`config.mk`:
```
export PLATFORM = sky130hd
export DESIGN_NAME = fifoptrsync_flat
export DESIGN_NICKNAME = d
export VERILOG_FILES = /design/src/rtl/fifoptrsync_if.sv /design/src/rtl/fifoptrsync.sv /design/src/flat_wrapper.sv
export SDC_FILE = /design/constraint.sdc
export NUM_CORES = 1
export LEC_CHECK = 0
export BUFFER_PORTS_ARGS = -buffer_cell sky130_fd_sc_hd__buf_2
export CAP_MARGIN = 10
export CORE_AREA = 2 2 65 67
export CTS_CLUSTER_SIZE = 25
export DETAILED_ROUTE_END_ITERATION = 10
export DIE_AREA = 0 0 67 69
export GPL_ROUTABILITY_DRIVEN = 0
export REMOVE_ABC_BUFFERS = 1
export SYNTH_ARGS = -nofsm -noshare
export SYNTH_HDL_FRONTEND = slang
export SYNTH_SLANG_ARGS = --single-unit
```
`constraint.sdc`:
```
create_clock -name clock -period 4.48 [get_ports clock]
set_input_delay 0.224 -clock clock [delete_from_list [all_inputs] [get_ports clock]]
set_output_delay 0.224 -clock clock [all_outputs]
set_load 0.03 [all_outputs]
```
`src/rtl/fifoptrsync_if.sv`:
```
// Pointer-exchange bundle for one side of the async FIFO status logic.
// master drives the pointers; slave (fifoptrsync) returns sync/decode/status.
interface fifoptrsync_if #(
  parameter int WIDTH = 9
);
  logic [WIDTH-1:0] oppgray;
  logic [WIDTH-1:0] localbinary;
  logic [WIDTH-1:0] syncgray;
  logic [WIDTH-1:0] oppbinary;
  logic [WIDTH-1:0] level;
  logic             almost;
  logic             err;

  modport master (
    output oppgray, localbinary,
    input  syncgray, oppbinary, level, almost, err
  );

  modport slave (
    input  oppgray, localbinary,
    output syncgray, oppbinary, level, almost, err
  );
endinterface

```
`src/rtl/fifoptrsync.sv`:
```
// Receive side of the async FIFO gray-pointer exchange: sync, decode, level, almost flag.
// Optional sticky occupancy-violation flag enabled by defining FIFOPTRSYNC_ERR_EN.
module fifoptrsync #(
  parameter int WIDTH      = 9,
  parameter int MODE       = 0,
  parameter int SYNCSTAGES = 2,
  parameter int ALMOST     = 4
) (
  input logic         clock,
  input logic         reset,
  fifoptrsync_if.slave bus
);
  localparam int DEPTH = 1 << (WIDTH - 1);
  localparam logic [WIDTH-1:0] TH_FULL  = WIDTH'(DEPTH - ALMOST);
  localparam logic [WIDTH-1:0] TH_EMPTY = WIDTH'(ALMOST);

  logic [WIDTH-1:0] sync_q [SYNCSTAGES];
  logic [WIDTH-1:0] oppbinary_q;
  logic [WIDTH-1:0] level_q;
  logic             almost_q;
  logic [WIDTH-1:0] next_level;
  logic             almost_next;

  function automatic logic [WIDTH-1:0] gray2bin(input logic [WIDTH-1:0] g);
    logic [WIDTH-1:0] b;
    b[WIDTH-1] = g[WIDTH-1];
    for (int i = WIDTH - 2; i >= 0; i--) begin
      b[i] = b[i+1] ^ g[i];
    end
    return b;
  endfunction

  // Plain flop chain: each oppgray bit lands directly in stage 1.
  always_ff @(posedge clock or posedge reset) begin
    if (reset) begin
      for (int k = 0; k < SYNCSTAGES; k++) begin
        sync_q[k] <= '0;
      end
    end else begin
      sync_q[0] <= bus.oppgray;
      for (int k = 1; k < SYNCSTAGES; k++) begin
        sync_q[k] <= sync_q[k-1];
      end
    end
  end

  // Modulo-2^WIDTH subtract; the wrap bit makes full/empty distinguishable.
  always_comb begin
    next_level  = '0;
    almost_next = 1'b0;
    if (MODE == 0) begin
      next_level  = bus.localbinary - oppbinary_q;
      almost_next = (next_level >= TH_FULL);
    end else begin
      next_level  = oppbinary_q - bus.localbinary;
      almost_next = (next_level <= TH_EMPTY);
    end
  end

  always_ff @(posedge clock or posedge reset) begin
    if (reset) begin
      oppbinary_q <= '0;
      level_q     <= '0;
      almost_q    <= (MODE == 1);
    end else begin
      oppbinary_q <= gray2bin(sync_q[SYNCSTAGES-1]);
      level_q     <= next_level;
      almost_q    <= almost_next;
    end
  end

`ifdef FIFOPTRSYNC_ERR_EN
  logic err_q;

  always_ff @(posedge clock or posedge reset) begin
    if (reset) begin
      err_q <= 1'b0;
    end else if (next_level > WIDTH'(DEPTH)) begin
      err_q <= 1'b1;
    end
  end

  assign bus.err = err_q;
`else
  assign bus.err = 1'b0;
`endif

  assign bus.syncgray  = sync_q[SYNCSTAGES-1];
  assign bus.oppbinary = oppbinary_q;
  assign bus.level     = level_q;
  assign bus.almost    = almost_q;
endmodule

```
`src/flat_wrapper.sv`:
```
// flat-port wrapper written by rule: the top's interface ports become plain ports
module fifoptrsync_flat 
#(
  parameter int WIDTH      = 9,
  parameter int MODE       = 0,
  parameter int SYNCSTAGES = 2,
  parameter int ALMOST     = 4
)
  (clock, reset, bus_oppgray, bus_localbinary, bus_syncgray, bus_oppbinary, bus_level, bus_almost, bus_err);
  fifoptrsync_if #(.WIDTH(WIDTH)) bus_i ();
  input logic clock;
  input logic reset;
  input wire logic [$bits(bus_i.oppgray)-1:0] bus_oppgray;
  input wire logic [$bits(bus_i.localbinary)-1:0] bus_localbinary;
  output wire logic [$bits(bus_i.syncgray)-1:0] bus_syncgray;
  output wire logic [$bits(bus_i.oppbinary)-1:0] bus_oppbinary;
  output wire logic [$bits(bus_i.level)-1:0] bus_level;
  output wire logic [$bits(bus_i.almost)-1:0] bus_almost;
  output wire logic [$bits(bus_i.err)-1:0] bus_err;
  assign bus_i.oppgray = bus_oppgray;
  assign bus_i.localbinary = bus_localbinary;
  assign bus_syncgray = bus_i.syncgray;
  assign bus_oppbinary = bus_i.oppbinary;
  assign bus_level = bus_i.level;
  assign bus_almost = bus_i.almost;
  assign bus_err = bus_i.err;
  fifoptrsync #(.WIDTH(WIDTH), .MODE(MODE), .SYNCSTAGES(SYNCSTAGES), .ALMOST(ALMOST)) u_core (.clock(clock), .reset(reset), .bus(bus_i));
endmodule
```
==> impl_metrics.py <==
metrics = {
    "status": {
        "outcome": "completed",
    },
    "cells_and_area": {
        "finalNetCount": 187,
        "area_delta_synth_final_pct": 20.6,
        "layout-drive-gt1-share_pct": 37.7,
        "n_fill_cell": 387,
        "n_antenna_cell": 0,
    },
    "detailed_routing": {
        "wl_per_cell_um": 11.0,
        "dr_total_vias": 888,
        "route.detailed.drc": 0,
        "post_drt_via_cell_ratio": 4.25,
        "drt_iter0_drc": 20,
        "first_pass_iters": 4,
        "antenna_left": 0,
        "wirelength_mm": 2.31,
    },
    "sta": {
        "rsz0062_at_grt": "false",
        "finalCriticalPeriod_ns": 2.21,
        "fmax_mhz": 452,
        "drv_slew": 0,
        "fin_worst_skew_ns": 0.00333,
        "setup_tns_ns": 0,
        "hold_viol": 0,
        "finalSetupViolCount": 0,
        "worst_hold_slack_ns": 0.0233,
        "period_share_pct": 49.3,
    },
    "floorplan": {
        "die_y_um": 69,
        "ioPinCount": 49,
        "die_w_um": 67,
        "dieArea_um2": 4620,
        "num_rows": 23,
        "core_area_um2": 3910,
        "start_util_pct": 38.8,
    },
    "synthesis": {
        "synth_ff_type": "dfrtp_1",
        "syn_area_per_cell_um2": 13.4,
        "syn_inst": 113,
        "synth_top_cell_area_share_pct": 61.0,
        "synthTopCellsByCount": "dfrtp_1 (37), inv_1 (13), buf_4 (10), ha_1 (8), nor2_1 (8)",
        "async_flop_share_pct": 100,
        "synth_area_leaders": "dfrtp_1 (61%), ha_1 (6.6%), buf_4 (4.9%), inv_1 (3.2%), xnor2_2 (3.2%)",
        "synth.distinct_cells": 24,
        "synth-edff-count": 0,
        "synth_area_leader_cell": "dfrtp_1",
        "synth.most_common_cell": "dfrtp_1",
        "syn_area_um2": 1520,
        "yosysSeqAreaShare_pct": 61.0,
        "ys_warn_count": 0,
        "ys_ff_latch": 37,
    },
    "flow_run": {
        "drv_cap": 0,
    },
    "cts": {
        "cts_buffer_depth": 2,
        "insertion_delay_ns": 0.29,
        "htreeDepth": 2,
        "cts_buffers": 5,
        "ctsHoldBuffers": 0,
        "cts-resized-gates": 0,
        "numClockSinks": 37,
        "cts_tree": "yes",
        "cts_setup_buffers": 0,
        "clkTransAtPathRegs_ns": 0.07,
        "cts_root_buffer": "clkbuf_8",
    },
    "global_route": {
        "grt_overflow": 0,
        "grt_pass1_wl_mm": 3.93,
        "antenna_found_initial": 0,
        "grt_max_degree": 38,
        "grtUsageTotal_pct": 11.5,
        "grt_pass1_vias": 948,
    },
    "pwr": {
        "leakage_nw": 0.959,
        "ir_drop_v": 0.000242,
        "cellPowerDensity_nw_per_um2": 580,
    },
    "setup_path": {
        "setup.worst_path.start_class": "register",
        "crit_path_end_kind": "register",
        "crit_required_ns": 4.66,
        "criticalPathCategory": "reg2reg",
        "crit_arrival_ns": 2.39,
        "worstPathMaxFanout": 3,
    },
    "min_path": {
        "hold_class": "in2async",
    },
    "placement": {
        "dpl.hpwl_mm": 1.79,
        "portBuffers": 47,
    },
}
-- path summary, 6_finish.rpt --
path	startpoint	endpoint	slack, ns	cells after the start
setup reg to reg	u_core.bus.oppbinary[0]	u_core.bus.almost	2.27	9
min in group clock	bus_oppgray[6]	u_core.sync_q[15]	0.04	1
max in group asynchronous	reset	u_core.bus.syncgray[6]	4.15	3
hold / removal	reset	u_core.bus.oppbinary[0]	0.02	3
setup / recovery	u_core.bus.oppbinary[0]	u_core.bus.almost	2.27	9
hold reg to reg	u_core.sync_q[17]	u_core.bus.syncgray[8]	0.35	0
-- registers in the layout (all words and copies together) (netlist names) --
signal	cells
u_core.bus.syncgray	9
u_core.bus.oppbinary	9
u_core.sync_q	9
u_core.bus.almost	1
u_core.bus.level	9
-- critical path, stage by stage (launching register included) --
cell      delay (ns)
dfrtp_1         0.36
ha_1            0.16
inv_1           0.05
fa_1            0.41
a211oi_1        0.29
o21ai_0         0.17
a21o_1          0.18
a21oi_1         0.17
xnor2_1         0.10
a41o_1          0.21
-- cell usage in the layout, fill, tap and decap left out, drive strengths merged, types with 2 or more instances in the layout --
cell	instances
xor2	4
nand2b	2
o21a	2
buf	48
o21ai	5
nor2	8
a21o	2
clkbuf	6
clkinv	2
a211oi	2
a21oi	4
ha	8
xnor2	7
inv	13
dfrtp	37
-- power by group --
group | total [W] | switching [W] | internal, W
Combinational | 0.000418 | 0.000275 | 0.000143
Sequential | 0.000426 | 0.0000220 | 0.000404
Clock | 0.000218 | 0.000111 | 0.000108
Total | 0.00106 | 0.000408 | 0.000655
-- cell families (layout without fill, tap and decap cells) --
kind of cell | Yosys count | count (layout) | synth area share (%)
other | 1 | 1 | 0.247
AO/OA/AOI/OAI | 19 | 19 | 8.07
XOR/XNOR | 13 | 13 | 11.4
buffers and inverters | 23 | 69 | 8.15
flip-flops | 37 | 37 | 61.0
AND/OR/NAND/NOR | 11 | 11 | 3.21
adder cells (fa/ha/maj) | 9 | 9 | 7.91
-- per-layer routing --
metal | part of all wire [%] | track usage (%) | vias up | wire length (um)
met3 | 9.2 | 5.55 | 5 | 213
met2 | 54 | 20.2 | 29 | 1230
met1 | 35 | 10.8 | 412 | 810
li1 | - | - | 442 | -
met5 | 0 | 0 | - | 0
met4 | 2.1 | 5.44 | 0 | 48
-- stage by stage --
stage	setup slack (ns)	area, um^2	util (%)	cells	power, W
CTS	2.26	1830	46.8	209	0.00108
global route	2.07	1830	46.8	209	0.00114
floorplan	2.22	1440	-	103	0.000746
global placement	2.31	1750	44.7	201	0.000849
finish	2.27	1830	46.8	209	0.00106
detailed placement	2.25	1750	44.7	201	0.000857
-- area by class of cell --
type                    count  area (um^2)  area share [%]
inverters                  13         48.8            2.66
multi-input cells          53          469            25.6
flip-flops and latches     37          926            50.5
repair buffers             48          243            13.3
well taps                  50         62.6            3.42
clock inverters             2         10.0           0.546
clock buffers               6         72.6            3.96
Power figures use the tool's default switching activity.
